### config.mk
export PLATFORM = sky130hd
export DESIGN_NAME = serial_adder
export DESIGN_NICKNAME = d
export VERILOG_FILES = /design/src/rtl/serial_adder.sv
export SDC_FILE = /design/constraint.sdc
export NUM_CORES = 1
export LEC_CHECK = 0
export ABC_AREA = 0
export CORE_ASPECT_RATIO = 0.8
export CORE_UTILIZATION = 55
export CTS_CLUSTER_DIAMETER = 200
export DETAILED_ROUTE_END_ITERATION = 6
export PLACE_DENSITY = 0.93
export SKIP_CTS_REPAIR_TIMING = 1
export SYNTH_ARGS = -nofsm -noshare
export SYNTH_HDL_FRONTEND = slang
export SYNTH_SLANG_ARGS = --single-unit
### constraint.sdc
create_clock -name clk -period 3.4 [get_ports clk]
set_clock_uncertainty 0.05 [all_clocks]
set_input_delay 0.51 -clock clk [delete_from_list [all_inputs] [get_ports clk]]
set_output_delay 0.51 -clock clk [all_outputs]
set_load 0.02 [all_outputs]
### src/rtl/serial_adder.sv
// Bit-serial adder: captures a, b, cin on start, then adds one bit per clock LSB first.
// Optional signed-overflow output is enabled by defining SERIAL_ADDER_OVF_EN.
module serial_adder #(
  parameter int WIDTH = 8
) (
  input  logic             clk,
  input  logic             rst,
  input  logic             start,
  input  logic [WIDTH-1:0] a,
  input  logic [WIDTH-1:0] b,
  input  logic             cin,
  output logic             busy,
  output logic             done,
  output logic [WIDTH-1:0] sum,
  output logic             cout,
`ifdef SERIAL_ADDER_OVF_EN
  output logic             ovf,
`endif
  output logic [1:0]       dbg_state
);

  localparam int IW = (WIDTH > 1) ? $clog2(WIDTH) : 1;

  typedef enum logic [1:0] {
    S_IDLE = 2'd0,
    S_RUN  = 2'd1,
    S_DONE = 2'd2
  } state_t;

  state_t           r_state;
  logic [WIDTH-1:0] r_a;
  logic [WIDTH-1:0] r_b;
  logic             r_c;
  logic [IW-1:0]    r_idx;
  logic [WIDTH-1:0] r_acc;
  logic [WIDTH-1:0] r_sum;
  logic             r_cout;
  logic             r_busy;
  logic             r_done;
`ifdef SERIAL_ADDER_OVF_EN
  logic             r_ovf;
`endif

  logic             w_s;
  logic             w_cn;
  logic             w_last;
  logic [WIDTH-1:0] w_acc_next;

  // Operands shift right so the bit being added is always at position 0.
  assign w_s        = r_a[0] ^ r_b[0] ^ r_c;
  assign w_cn       = (r_a[0] & r_b[0]) | (r_c & (r_a[0] ^ r_b[0]));
  assign w_last     = (r_idx == IW'(WIDTH - 1));
  assign w_acc_next = (r_acc >> 1) | (WIDTH'(w_s) << (WIDTH - 1));

  always_ff @(posedge clk or posedge rst) begin
    if (rst) begin
      r_state <= S_IDLE;
      r_a     <= '0;
      r_b     <= '0;
      r_c     <= 1'b0;
      r_idx   <= '0;
      r_acc   <= '0;
      r_sum   <= '0;
      r_cout  <= 1'b0;
      r_busy  <= 1'b0;
      r_done  <= 1'b0;
`ifdef SERIAL_ADDER_OVF_EN
      r_ovf   <= 1'b0;
`endif
    end else begin
      case (r_state)
        S_IDLE: begin
          if (start) begin
            r_a     <= a;
            r_b     <= b;
            r_c     <= cin;
            r_idx   <= '0;
            r_acc   <= '0;
            r_busy  <= 1'b1;
            r_state <= S_RUN;
          end
        end
        S_RUN: begin
          r_a   <= r_a >> 1;
          r_b   <= r_b >> 1;
          r_c   <= w_cn;
          r_acc <= w_acc_next;
          r_idx <= r_idx + 1'b1;
          // Results only become visible on the final bit so sum never shows partial values.
          if (w_last) begin
            r_sum   <= w_acc_next;
            r_cout  <= w_cn;
`ifdef SERIAL_ADDER_OVF_EN
            r_ovf   <= r_c ^ w_cn;
`endif
            r_busy  <= 1'b0;
            r_done  <= 1'b1;
            r_state <= S_DONE;
          end
        end
        S_DONE: begin
          r_done  <= 1'b0;
          r_state <= S_IDLE;
        end
        default: begin
          r_busy  <= 1'b0;
          r_done  <= 1'b0;
          r_state <= S_IDLE;
        end
      endcase
    end
  end

  assign busy      = r_busy;
  assign done      = r_done;
  assign sum       = r_sum;
  assign cout      = r_cout;
`ifdef SERIAL_ADDER_OVF_EN
  assign ovf       = r_ovf;
`endif
  assign dbg_state = r_state;

endmodule

### Word-level counts from Yosys, hierarchy flattened

Index checks and enable logic that the tools add are counted.

* register bits after elaboration: 41
* output and inout bits: 13
* logic and storage cells: 49

* add/subtract/negate cells: 1
* equal/unequal tests: 5
* muxes and demuxes: 18
* bitwise gates (word level): 8
* reduce and logical (&&, ||, !) cells: 7

Operators by type and width (count)
* 8-bit case mux with 2 select lines: 3
* 8-bit 2-to-1 mux: 3
* 7-bit by 8-bit OR with 8-bit output: 1
* 2-bit AND reduction: 4
* 3-bit case mux with 2 select lines: 1
* 1-bit 2-to-1 mux: 4
* 2-bit 2-to-1 mux: 2
* 2-bit inequality test (second input constant): 2
* 1-bit case mux with 2 select lines: 2
* 2-bit case mux with 2 select lines: 1
* 3-bit by 1-bit adder with 3-bit output (second input constant): 1
* 3-bit equality test (second input constant): 1
* 3-bit 2-to-1 mux: 1
* 1-bit case mux with 3 select lines: 1
* 3-bit AND reduction: 1
* 1-bit AND: 2
* 2-bit by 1-bit equality test with 1-bit output (second input constant): 1
* 2-bit equality test (second input constant): 1
* 2-bit logical NOT: 1
* 1-bit NOT: 2
* 2-bit nonzero test: 1
* 1-bit bitwise XOR: 2
* 1-bit OR: 1

### Logic depth before layout (Yosys ltp)

Gate-level depths: netlist (run 1).

* depth in word-level cells: 4
* gate-level depth with buffers: 6
* mapped depth without buffers: 5

### Least setup slack after synthesis (run 1)

OpenSTA, ideal clock, no wires.

* path type: register to register
* from: reg r_state[0] (netlist: dbg_state[0])
* to: reg r_cout (netlist: cout)
* arrival time: 1.309 ns
* data required time: 3.225 ns
* slack: 1.916 ns
* cell stages (with the launch flop): 6
* buffers on the path: 2
* period minus slack after synthesis: 1.484 ns
* cell sequence: dfrtp_1 buf_4 nor2b_2 buf_6 nand2_8 mux2_4

* word-level cells in the longest chain between the ends: 2

RTL lines
* from (decl): line 30 `state_t r_state;`
* from (signal assigned): line 57 `r_state <= S_IDLE;`
* from (signal assigned): line 80 `r_state <= S_RUN;`
* from (signal assigned): line 98 `r_state <= S_DONE;`
* 2-bit by 1-bit equality test with 1-bit output: line 71 `case (r_state)`
* 2-bit AND reduction (no source line)
* to (signal assigned): line 92 `r_cout <= w_cn;`
* to (decl): line 37 `logic r_cout;`

Every way passes these cells.
A chain may end at the register's enable or synchronous reset.

### Worst setup path after layout (run 1)

* from: reg r_state[0] (netlist: dbg_state[0])
* to: out dbg_state[0]

RTL lines
* to (decl): line 19 `output logic [1:0] dbg_state`

No word-level cell between the ends.

==> reports/qor.txt, run 1 <==
Die Ht: 53.2 um
Clk Latency, worst-skew pair: 0.29 ns
CTS tree: built
Area grow syn2layout: 22.8%
Share of cells above drive strength 1: 12.2%
R2R Path End: r_b[5]
GPL Wtd Cong: 0.793
R2r worst-path depth: 4
Max Fclk: 446 MHz
Max-slew violations: 0
Min-delay src: r_idx[2]
First-pass DRT Iterations: 4
Crit Reg-Reg Startpoint: dbg_state[0]
Layout Utilization: 71.2%
Horiz. Die Dim: 66.0 um
Worst Hold Class: reg -> reg
Clock power share: 15.9%
Hold violation count in the final report: 0
Final wirelength: 3.85 mm
First-pass GRT wire length: 6.32 mm
Worst setup SP type: flop
Cell Int Power: 0.00128 W
DRC viols: 0
Clock slew at reported path FFs: 0.07 ns
Seq/Total Area, Yosys: 55.6%
Critical setup path kind: reg -> out
Status: finished clean
Max cap viols: 0
Max FO, Critical Path: 36
PwrDens: 926 nW/um2
Final Critical Period: 2.24 ns
VDD IR max: 0.544 mV
Hold Path Depth: 1
Hold EP: r_idx[2]
Final setup viols: 0
Synthesized area: 1800 um2
Ratio of final minimum period to clock period: 65.9%
Port bufs: 32
Pin count of the biggest net entering global routing: 37
Post-synthesis register bit count: 40
Cell leakage power: 0.950 nW
ANT cells: 0
DR vias: 1367
Post-route ant nets: 0
Top-level port count: 33
Worst Max-Slew Pin Slew: 0.782 ns
Avg WL per Cell: 16.9 um
NumNets Final: 210
Mean Syn Cell Area: 11.4 um2
Synth unique cells: 26
CTS Sinks: 40
Die Footprint: 3510 um2
Crit path capture type: output pin
Crit path DAT: 1.68 ns
Cell count after synthesis: 158
Worst R2R Setup Slack: 1.70 ns
Setup_tns: 0 ns
Initial core utilization: 58.0%
Max-slew headroom: 47.8%
Syn nets: 181
Worst path required time: 2.84 ns
Number of global-route vias before repair: 1337
YS warnings: 0
P_sw: 0.000768 W
Core area: 3110 um2
Iter 0 DRT Violations: 136
Longest Clk Path Bufs: 2
CTS Buf Count: 5
H-tree levels: 2
Global router's overall resource usage: 25.4%
Initial antenna violation count: 0
Via density per instance: 6.00
Row count: 18
Net Sw Frac: 37.5%
Power, Total: 0.00205 W
Final HPWL from detailed placement: 2.61 mm
RSZ-0062 raised after global routing: no
Seq pwr share: 42.6%
Total congestion overflow: 0
Combinational fraction of design power: 41.5%
Clock root buffer: clkbuf_8
[layout make-up]
class                      instances  area, um2
multi-input combinational        102        717
fill                             198        896
clock inverter                     1       7.51
tap                               40       50.0
inverter                           4       15.0
sequential                        40       1000
timing repair buffer              34        335
clock buffer                       7       86.3
[synth_stat cells]
library cell  number  area (um2)
buf_1              1        3.75
a21oi_1            1        5.00
ha_1               2        25.0
clkbuf_1           1        3.75
nor3_1            36         180
a22o_1             9        78.8
nor2b_2            1        8.76
o32ai_1            3        26.3
nor2b_1            1        6.26
buf_2              7        35.0
mux2i_1            1        10.0
dfrtp_1           40        1000
mux2_4             9         135
buf_6              1        11.3
nand2_1            4        15.0
o21bai_2           1        11.3
nand2b_1           1        6.26
or2_2              1        6.26
nand2b_2           1        8.76
o22ai_1           15        93.8
nor2_1             8        30.0
nand2_8            1        20.0
inv_1              4        15.0
fa_1               1        20.0
o21ai_0            6        30.0
buf_4              2        15.0
[worst max-delay path: stages, from the launching register on]
cell and delay [ns]:
dfrtp_1 0.37, buf_4 0.34, clkdlybuf4s50_1 0.68
[placed cells by master, fill, tap and decap left out, types with 2 or more instances in the layout]
master	count
nor3_1	36
mux2_4	9
o22ai_1	15
dfrtp_1	40
ha_1	2
clkdlybuf4s50_1	32
clkbuf_8	6
o21ai_0	6
o32ai_1	3
nand2_1	4
buf_4	2
inv_1	4
nor2_1	8
a22o_1	9
[power groups by stage]
stage | clock, W | combinational (W) | sequential [W]
floorplan | 0 | 0.000542 | 0.000900
global placement | 0 | 0.000802 | 0.000850
detailed placement | 0 | 0.000843 | 0.000872
CTS | 0.000335 | 0.000848 | 0.000865
global route | 0.000348 | 0.000926 | 0.000892
finish | 0.000326 | 0.000850 | 0.000872
[through the flow]
stage | hold slack (ns) | area, um2 | worst slack, ns | cells
after floorplan | 0.416 | 1800 | 1.92 | 158
after global placement | 0.436 | 2120 | 1.21 | 220
after detailed placement | 0.438 | 2120 | 1.14 | 220
after CTS | 0.460 | 2210 | 1.16 | 228
after global routing | 0.483 | 2210 | 1.10 | 228
final | 0.463 | 2210 | 1.16 | 228
[sequential cells by signal, summed over array words and instances (netlist names)]
signal     flops
busy           1
dbg_state      2
r_a            8
r_idx          3
done           1
r_acc          7
sum            8
cout           1
r_b            8
r_c            1
[worst max-delay path by stage]
stage | start | endpoint | slack, ns | depth (start not counted)
2_1_floorplan | rst | busy | 1.92 | 1
3_3_place_gp | start | r_b[6] | 1.21 | 4
3_5_place_dp | start | r_b[6] | 1.14 | 4
4_1_cts | dbg_state[0] | dbg_state[0] | 1.16 | 2
5_1_grt | dbg_state[0] | dbg_state[0] | 1.10 | 2
6_report | dbg_state[0] | dbg_state[0] | 1.16 | 2
[layer usage]
layer  vias up  global-route usage (%)  part of all wire [%]
met5         -                       0                     0
met3         7                    8.41                   7.0
li1        636                       -                     -
met4         0                    10.3                   1.8
met2        68                    38.4                    45
met1       656                    33.8                    46
[kinds of logic (layout without fill, tap and decap cells)]
kind of cell               count (synthesis)  in the layout  share of synthesized area, %
and+or+nand+nor                           54             54                          15.6
DFF                                       40             40                          55.6
AOI/OAI and AO/OA                         35             35                          13.6
buffers and inverters                     16             46                          4.65
muxes                                     10             10                          8.06
adders and majority gates                  3              3                          2.50
(Power assumes the default switching activity.)
==> run 2: changes to the inputs <==
- CORE_UTILIZATION: 55 -> 46
- PLACE_DENSITY: 0.93 -> 0.84
- clock period: 3.4 -> 1.87 ns (I/O delays scaled with it)
==> reports/qor.txt, run 2 (synthesis gave the netlist of run 1 again) <==
Multi-input gate area: 717 um2
Crit path capture type: output pin
Number of fill cells in the layout: 278
Share of cells above drive strength 1: 14.7%
CP Cell Sequence: clkdlybuf4s50_1
Core area: 3590 um2
Stages on the worst setup path: 1
Max-slew headroom: 61.6%
Max FO, Critical Path: 12
Crit path DAT: 1.43 ns
Avg WL per Cell: 14.9 um
Critical setup path kind: reg -> out
Crit Reg-Reg Startpoint: r_idx[0]
Final hold slack: 0.364 ns
Post-route ant nets: 0
Crit path from: dbg_state[0]
Clock root buffer: clkbuf_8
Setup WS post-layout: 0.110 ns
Worst Hold Class: in -> async
Net Sw Frac: 36.6%
Register Area: 1000 um2
CP top delay family: buffers and inverters
Final wirelength: 3.60 mm
Worst path slowest cell: clkdlybuf4s50_1
Crit path buf inv count: 1
GPL Wtd Cong: 0.746
Port bufs: 32
Clock power share: 15.9%
CTS Buf Count: 5
Iter 0 DRT Violations: 100
Worst Max-Slew Pin Slew: 0.576 ns
Pin count of the biggest net entering global routing: 41
Hold violation count in the final report: 0
Max-slew violations: 0
Power, Total: 0.00370 W
VDD IR max: 0.916 mV
Worst setup SP type: flop
CTS tree: built
NumNets Final: 212
Cell Int Power: 0.00234 W
RSZ-0062 raised after global routing: no
Commonest non-fill, non-tap cell in the layout: dfrtp_1
PwrDens: 1650 nW/um2
H-tree levels: 2
Worst slack, placed: 0.180 ns
Top-level port count: 33
Number of global-route vias before repair: 1270
P_sw: 0.00135 W
DR vias: 1361
R2r worst-path depth: 4
Row count: 19
CP endpoint: dbg_state[0]
Combinational fraction of design power: 41.3%
Status: finished clean
Ratio of final minimum period to clock period: 94.1%
Most frequent cells in the layout: 38 x dfrtp_1, 36 x nor3_1, 32 x clkdlybuf4s50_1
Final Critical Period: 1.76 ns
Via density per instance: 5.62
DP Area: 2150 um2
Global router's overall resource usage: 19.5%
Critical Path Max Stage Delay: 0.65 ns
Worst R2R Setup Slack: 0.32 ns
R2R Path End: sum[1]
CTS Sinks: 40
Final instance area: 2240 um2
DRC viols: 0
First-pass DRT Iterations: 6
ANT cells: 0
Die Footprint: 4170 um2
Total congestion overflow: 0
Longest Clk Path Bufs: 2
Die Ht: 58.0 um
Non-Filler Instances: 242
Final setup viols: 0
Area grow syn2layout: 24.5%
Placed Cells: 234
Clk Latency, worst-skew pair: 0.29 ns
Final HPWL from detailed placement: 2.46 mm
Max cap viols: 0
Clock slew at reported path FFs: 0.08 ns
Initial core utilization: 50.2%
Seq pwr share: 42.8%
Worst path required time: 1.54 ns
First-pass GRT wire length: 6.14 mm
Initial antenna violation count: 0
Max Fclk: 568 MHz
Horiz. Die Dim: 72.0 um
Cell leakage power: 0.964 nW
## run 2: layout make-up
cell class | instances | share of cell area [%]
well taps | 52 | 2.90
repair buffers | 36 | 15.6
clock buffers | 6 | 3.68
multi-input cells | 102 | 32.0
clock inverters | 2 | 0.446
flip-flops and latches | 40 | 44.7
inverters | 4 | 0.669
## run 2: worst min path at each step
stage	slack, ns	startpoint	to	depth (start not counted)
final	0.36	rst	r_b[2]	3
after global routing	0.41	rst	r_acc[6]	3
after floorplan	0.37	a[7]	r_a[7]	2
after detailed placement	0.45	sum[3]	sum[3]	1
after global placement	0.43	done	done	2
after CTS	0.38	rst	sum[7]	3
## run 2: metal layers
metal	GRT usage [%]	vias to the layer above	wire (um)	part of all wire, %
met2	29.2	35	1620	45
li1	-	642	-	-
met5	0	-	0	0
met4	9.80	0	89	2.5
met1	27.4	673	1780	49
met3	3.83	11	114	3.2
## run 2: stage by stage
stage | TNS [ns] | util, %
floorplan | 0 | -
global placement | 0 | 59.8
detailed placement | 0 | 59.8
CTS | -0.0123 | 62.4
global route | 0 | 62.5
finish | 0 | 62.5
## run 2: power groups by stage
stage | sequential (W) | combinational (W) | clock, W
after floorplan | 0.00164 | 0.000985 | 0
after global placement | 0.00156 | 0.00145 | 0
after detailed placement | 0.00159 | 0.00153 | 0
after CTS | 0.00157 | 0.00154 | 0.000600
after global routing | 0.00164 | 0.00166 | 0.000650
final | 0.00158 | 0.00153 | 0.000587
==> run 3: changes to the inputs <==
- CAP_MARGIN: default -> 25
==> results of run 3 <==
Same layout as run 2: the final DEF is identical, and so are final timing and power.
